## src/rtl/nr_divider_seq.sv

```systemverilog
// Sequential non-restoring integer divider: one quotient bit per clock, valid/ready
// handshakes on both sides, runtime signed/unsigned mode and explicit divide-by-zero.
module nr_divider_seq #(
   parameter int N  = 32,
   parameter int CW = $clog2(N) + 1
) (
   input  logic         clk,
   input  logic         rst,
   input  logic         in_valid,
   output logic         in_ready,
   input  logic [N-1:0] dividend,
   input  logic [N-1:0] divisor,
   input  logic         signed_mode,
   output logic         out_valid,
   input  logic         out_ready,
   output logic [N-1:0] quotient,
   output logic [N-1:0] remainder,
   output logic         div_by_zero,
   output logic         busy
);

   typedef enum logic [1:0] {IDLE, CALC, FIX, DONE} state_t;

   state_t              state_q;
   logic signed [N:0]   a_q;
   logic        [N-1:0] q_q;
   logic        [N-1:0] d_q;
   logic        [CW-1:0] cnt_q;
   logic                smode_q;
   logic                neg_dvd_q;
   logic                neg_dvs_q;
   logic        [N-1:0] quot_q;
   logic        [N-1:0] rem_q;
   logic                dbz_q;
   logic                out_valid_q;
   logic                in_ready_q;
   logic                busy_q;

   logic signed [N:0]   a_d;
   logic        [N-1:0] q_d;
   logic signed [N:0]   a_sh;
   logic signed [N:0]   d_ext;
   logic        [N-1:0] dvd_mag;
   logic        [N-1:0] dvs_mag;
   logic        [N-1:0] rem_mag;
   logic        [N-1:0] quot_fix;
   logic        [N-1:0] rem_fix;

   always_comb begin
      dvd_mag = (signed_mode && dividend[N-1]) ? -dividend : dividend;
      dvs_mag = (signed_mode && divisor[N-1])  ? -divisor  : divisor;
      d_ext   = $signed({1'b0, d_q});
      // Add/subtract decision follows the sign of A before the shift; the N+1 bit
      // accumulator then stays in range even for divisors up to 2^N-1.
      a_sh    = $signed({a_q[N-1:0], q_q[N-1]});
      a_d     = a_q[N] ? (a_sh + d_ext) : (a_sh - d_ext);
      q_d     = {q_q[N-2:0], ~a_d[N]};
      rem_mag = a_q[N] ? (a_q[N-1:0] + d_q) : a_q[N-1:0];
      quot_fix = (smode_q && (neg_dvd_q ^ neg_dvs_q)) ? -q_q : q_q;
      rem_fix  = (smode_q && neg_dvd_q) ? -rem_mag : rem_mag;
   end

   always_ff @(posedge clk) begin
      if (rst) begin
         state_q     <= IDLE;
         in_ready_q  <= 1'b1;
         out_valid_q <= 1'b0;
         busy_q      <= 1'b0;
         quot_q      <= '0;
         rem_q       <= '0;
         dbz_q       <= 1'b0;
         cnt_q       <= '0;
      end else begin
         case (state_q)
            IDLE: begin
               if (in_valid) begin
                  smode_q    <= signed_mode;
                  neg_dvd_q  <= signed_mode & dividend[N-1];
                  neg_dvs_q  <= signed_mode & divisor[N-1];
                  d_q        <= dvs_mag;
                  q_q        <= dvd_mag;
                  a_q        <= '0;
                  in_ready_q <= 1'b0;
                  busy_q     <= 1'b1;
                  if (divisor == '0) begin
                     quot_q      <= '1;
                     rem_q       <= dividend;
                     dbz_q       <= 1'b1;
                     out_valid_q <= 1'b1;
                     state_q     <= DONE;
                  end else begin
                     cnt_q   <= CW'(N);
                     state_q <= CALC;
                  end
               end
            end
            CALC: begin
               a_q   <= a_d;
               q_q   <= q_d;
               cnt_q <= cnt_q - CW'(1);
               if (cnt_q == CW'(1)) state_q <= FIX;
            end
            FIX: begin
               quot_q      <= quot_fix;
               rem_q       <= rem_fix;
               dbz_q       <= 1'b0;
               out_valid_q <= 1'b1;
               state_q     <= DONE;
            end
            DONE: begin
               if (out_ready) begin
                  out_valid_q <= 1'b0;
                  in_ready_q  <= 1'b1;
                  busy_q      <= 1'b0;
                  state_q     <= IDLE;
               end
            end
            default: state_q <= IDLE;
         endcase
      end
   end

   assign in_ready    = in_ready_q;
   assign out_valid   = out_valid_q;
   assign quotient    = quot_q;
   assign remainder   = rem_q;
   assign div_by_zero = dbz_q;
   assign busy        = busy_q;

endmodule

```

## config.mk

```make
export PLATFORM = sky130hd
export DESIGN_NAME = nr_divider_seq
export DESIGN_NICKNAME = d
export VERILOG_FILES = /design/src/rtl/nr_divider_seq.sv
export SDC_FILE = /design/constraint.sdc
export NUM_CORES = 1
export LEC_CHECK = 0
export BUFFER_PORTS_ARGS = -buffer_cell sky130_fd_sc_hd__buf_2
export CAP_MARGIN = 25
export CORE_ASPECT_RATIO = 0.6
export CORE_UTILIZATION = 30
export DETAILED_ROUTE_END_ITERATION = 8
export GPL_TIMING_DRIVEN = 0
export PLACE_DENSITY = 0.57
export SKIP_CTS_REPAIR_TIMING = 1
export SYNTH_ARGS = -nofsm -noshare
export SYNTH_HDL_FRONTEND = slang
export SYNTH_SLANG_ARGS = --single-unit
```

## constraint.sdc

```tcl
create_clock -name clk -period 13.1 [get_ports clk]
set_clock_uncertainty 0.05 [all_clocks]
set_input_delay 2.62 -clock clk [delete_from_list [all_inputs] [get_ports clk]]
set_output_delay 2.62 -clock clk [all_outputs]
set_load 0.02 [all_outputs]
```

==> impl_results.html <==
<table>
<tr><th>Metric</th><th>Value</th></tr>
<tr><th colspan="2">Clock tree</th></tr>
<tr><td>TritonCTS clock tree</td><td>done</td></tr>
<tr><td>Clock slew at the register clock pins of the worst setup and hold paths</td><td>70 ps</td></tr>
<tr><td>Num CTS Buffers</td><td>17</td></tr>
<tr><td>Clock Latency Late Sink</td><td>460 ps</td></tr>
<tr><td>Number of buffers on the longest clock path</td><td>2</td></tr>
<tr><td>CTS H-tree depth</td><td>4</td></tr>
<tr><td>Total clock sinks</td><td>176</td></tr>
<tr><td>Clock root cell</td><td>clkbuf_16</td></tr>
<tr><th colspan="2">Power</th></tr>
<tr><td>Power per Cell Area</td><td>around 200 nW/um2</td></tr>
<tr><td>Worst VDD drop</td><td>around 0.1 mV</td></tr>
<tr><td>Total leakage power</td><td>6.14 nW</td></tr>
<tr><td>Total power of the final layout</td><td>roughly 3.3 mW</td></tr>
<tr><th colspan="2">Global routing</th></tr>
<tr><td>Pin count of the biggest net entering global routing</td><td>33</td></tr>
<tr><td>Overflow after GRT</td><td>0</td></tr>
<tr><td>Antenna violations before repair</td><td>1</td></tr>
<tr><td>First-pass GRT wire length</td><td>roughly 75000 um</td></tr>
<tr><td>Via count of the first global-routing pass</td><td>12500</td></tr>
<tr><td>Tot GR Track Use</td><td>20.7%</td></tr>
<tr><th colspan="2">Setup path</th></tr>
<tr><td>Data required time of the worst path</td><td>roughly 13000 ps</td></tr>
<tr><td>Crit path max fanout</td><td>10</td></tr>
<tr><td>Worst Setup Start Kind</td><td>flop</td></tr>
<tr><td>Worst R2R Start</td><td>a_q[32]$_SDFFCE_PN0P_</td></tr>
<tr><td>Worst setup EP type</td><td>flop</td></tr>
<tr><td>Type of the setup path with the least slack</td><td>flop to flop</td></tr>
<tr><td>Endpoint arrival time on the critical path</td><td>between 9000 and 10000 ps</td></tr>
<tr><td>Critical Path Start</td><td>a_q[32]$_SDFFCE_PN0P_</td></tr>
<tr><th colspan="2">Timing</th></tr>
<tr><td>Timing-limited maximum frequency</td><td>~110 MHz</td></tr>
<tr><td>WHS</td><td>447 ps</td></tr>
<tr><td>Worst slew margin relative to its limit</td><td>34.5%</td></tr>
<tr><td>Unrepaired setup endpoints after global routing</td><td>no</td></tr>
<tr><td>Final Slew Violations</td><td>0</td></tr>
<tr><td>Period minus WS final</td><td>8950 ps</td></tr>
<tr><td>Final-report setup violation count</td><td>0</td></tr>
<tr><td>Final hold viol count</td><td>0</td></tr>
<tr><td>Crit share post-route</td><td>68.3%</td></tr>
<tr><td>Final sum of negative setup slack</td><td>0 ps</td></tr>
<tr><td>Actual slew at the worst max-slew pin</td><td>between 900 and 1000 ps</td></tr>
<tr><th colspan="2">Worst hold path</th></tr>
<tr><td>Class of the most critical hold timing path</td><td>flop to flop</td></tr>
<tr><td>HP Start</td><td>quotient[13]$_SDFFE_PP0P_</td></tr>
<tr><th colspan="2">Detailed routing</th></tr>
<tr><td>Average routed wire per standard cell</td><td>~20 um</td></tr>
<tr><td>Via-to-Cell Ratio</td><td>5.45</td></tr>
<tr><td>Starting DRC count in detailed routing</td><td>1318</td></tr>
<tr><td>Antenna violation net count after detailed routing</td><td>0</td></tr>
<tr><td>DRC viols</td><td>0</td></tr>
<tr><td>Drt pass-1 iters</td><td>9</td></tr>
<tr><td>Detailed Route WL</td><td>48900 um</td></tr>
<tr><td>Via count</td><td>13300</td></tr>
<tr><th colspan="2">Finish</th></tr>
<tr><td>Utilization after layout</td><td>between 30% and 40%</td></tr>
<tr><td>Inserted Diodes</td><td>0</td></tr>
<tr><td>Final non-filler cell total</td><td>2438</td></tr>
<tr><td>Fillers</td><td>4711</td></tr>
<tr><td>Synth-to-layout area growth</td><td>15.1%</td></tr>
<tr><td>Nets</td><td>1950</td></tr>
<tr><td>Layout cell share with drive strength beyond 1</td><td>12.6%</td></tr>
<tr><th colspan="2">Yosys</th></tr>
<tr><td>Asr flop ratio synth</td><td>0%</td></tr>
<tr><td>Most frequently used flop master after synthesis</td><td>edfxtp_1</td></tr>
<tr><td>Synth Register Bits</td><td>approximately 180</td></tr>
<tr><td>Post-Syn Instances</td><td>1648</td></tr>
<tr><td>Cell area after synthesis</td><td>14000 um2</td></tr>
<tr><td>Net count after synthesis</td><td>1793</td></tr>
<tr><td>Fraction of the yosys area taken by sequential cells</td><td>32.3%</td></tr>
<tr><td>Distinct cell type count after synthesis</td><td>84</td></tr>
<tr><td>EDFF count, synth</td><td>100</td></tr>
<tr><td>Yosys warning total</td><td>0</td></tr>
<tr><td>Synth Area per Inst</td><td>8.50 um2</td></tr>
<tr><th colspan="2">Place</th></tr>
<tr><td>Placed wire-length estimate</td><td>39400 um</td></tr>
<tr><td>Number of port buffers</td><td>135</td></tr>
<tr><td>Number of placed instances with taps included</td><td>2406</td></tr>
<tr><td>Weighted congestion reported at the end of routability-driven placement</td><td>around 0.95</td></tr>
<tr><th colspan="2">Die</th></tr>
<tr><td>Total Die Area</td><td>47600 um2</td></tr>
<tr><td>FP Rows</td><td>60</td></tr>
<tr><td>Overall die height</td><td>approximately 170 um</td></tr>
<tr><td>Floorplan die width</td><td>between 200 and 300 um</td></tr>
<tr><td>Placeable core region</td><td>45400 um2</td></tr>
<tr><td>Starting density of the core</td><td>30.8%</td></tr>
<tr><td>I/O pin cnt</td><td>137</td></tr>
<tr><th colspan="2">Run status</th></tr>
<tr><td>Run status</td><td>finished, final reports clean</td></tr>
<tr><th colspan="2">Job</th></tr>
<tr><td>Maxcap violations</td><td>0</td></tr>
</table>
## stage by stage
| stage | worst slack [ps] | cell area [um2] |
|---|---|---|
| 2_1_floorplan | 6600 | 14000 |
| 3_3_place_gp | 4240 | 15500 |
| 3_5_place_dp | 4560 | 15500 |
| 4_1_cts | 4520 | 16100 |
| 5_1_grt | 3740 | 16100 |
| 6_report | 4150 | 16100 |
## cell type report
| cell class | instances | area [um2] | area share, % |
|---|---|---|---|
| Buffer | 78 | 335 | 2.08 |
| Clock buffer | 18 | 450 | 2.79 |
| Clock inverter | 14 | 144 | 0.892 |
| Inverter | 46 | 173 | 1.07 |
| Multi-Input combinational cell | 1348 | 8990 | 55.7 |
| Sequential cell | 176 | 4520 | 28.1 |
| Tap cell | 620 | 776 | 4.81 |
| Timing Repair Buffer | 138 | 736 | 4.56 |
## logic make-up after synthesis
family                   synth area share [%]
adder cells (fa/ha/maj)                  6.90
multiplexers                             2.14
XOR/XNOR                                 11.2
AND/OR/NAND/NOR                          20.2
AO/OA/AOI/OAI                            23.6
buffers and inverters                    3.63
flip-flops                               32.3
## report_power, final
group / leakage (nW) / internal, mW / switching, mW
clock: 0.291 / 0.279 / 0.261
combinational: 4.29 / 0.704 / 1.13
sequential: 1.56 / 0.755 / 0.138
total: 6.14 / 1.74 / 1.53
## cell usage after synthesis, types with 5 or more instances
cell       number  area [um2]
a2111oi_0       6        52.6
a211o_1         6        52.6
a211oi_1       31         233
a21o_1         36         270
a21oi_1       149         746
a22oi_1         5        37.5
a311oi_1       35         307
a31oi_1        22         138
and2_1         40         250
and3_1         10        62.6
and4_1          7        61.3
buf_2          16        80.1
clkbuf_1       53         199
dfxtp_1        76        1520
edfxtp_1      100        3000
ha_1           74         926
inv_1          46         173
mux2_2          8        90.1
mux2i_1        21         210
nand2_1       138         518
nand2b_1       18         113
nand3_1        29         145
nand3b_1        7        52.6
nand4_1         9        56.3
nor2_1        172         646
nor2b_1        13        81.3
nor3_1         53         265
nor4_1         11        68.8
o211ai_1       10        75.1
o21a_1         17         128
o21ai_0        97         485
o21ai_1         5        25.0
o21bai_1        5        37.5
o31ai_1        20         150
o41ai_1         8        70.1
or3_1          24         150
or4_1           8        60.1
xnor2_1        99         867
xor2_1         80         701
## sequential cells by signal, summed over array words and instances (netlist names)
register,count
a_q,33
busy,1
cnt_q,6
d_q,32
div_by_zero,1
in_ready,1
neg_dvd_q,1
neg_dvs_q,1
out_valid,1
q_q,32
quotient,32
remainder,32
smode_q,1
state_q,2
## metal layers
metal / up-vias / wire length (um) / global-route usage, %
met5: - / 0 / 0
li1: 6400 / - / -
met3: 38 / 3720 / 4.45
met2: 443 / 19700 / 28.9
met4: 0 / 664 / 4.56
met1: 6400 / 24800 / 31.6
## worst max-delay path, stage by stage (launching register included)
cell and delay, ps:
edfxtp_1 430, clkbuf_1 400, buf_1 530, buf_2 370, buf_1 630, clkbuf_1 610
clkbuf_1 660, clkbuf_1 720, mux2_2 450, fa_1 430, a21o_1 170, a21o_1 210
a211oi_1 550, o21ai_0 460, a21oi_1 470, o21ai_0 280, nor3_1 280, o31ai_1 150
or4_1 470, nand3_1 90, a31oi_1 150
## path summary, 6_finish.rpt
path | to | slack (ps) | cells past startpoint
setup / recovery | a_q[32]$_SDFFCE_PN0P_ | 4150 | 20
hold / removal | quotient[13]$_SDFFE_PP0P_ | 450 | 2
setup reg to reg | a_q[32]$_SDFFCE_PN0P_ | 4150 | 20
hold reg to reg | quotient[13]$_SDFFE_PP0P_ | 450 | 2
## cell usage in the layout (no fill, tap or decap), types with 9 or more instances in the layout
cell / count
o31ai_1: 20
o211ai_1: 10
and2_1: 40
nand2_1: 138
nor2_1: 170
a21o_1: 36
a211oi_1: 31
a21oi_1: 149
nor3_1: 53
dfxtp_1: 76
o21ai_0: 97
o21a_1: 17
clkbuf_1: 53
a311oi_1: 35
or3_1: 24
buf_2: 151
nand2b_1: 18
inv_1: 46
nor2b_1: 13
xnor2_1: 99
nand4_1: 9
nor4_1: 11
and3_1: 10
nand3_1: 29
mux2i_1: 21
clkbuf_16: 18
edfxtp_1: 100
xor2_1: 80
ha_1: 74
a31oi_1: 22
(Power assumes the default switching activity.)
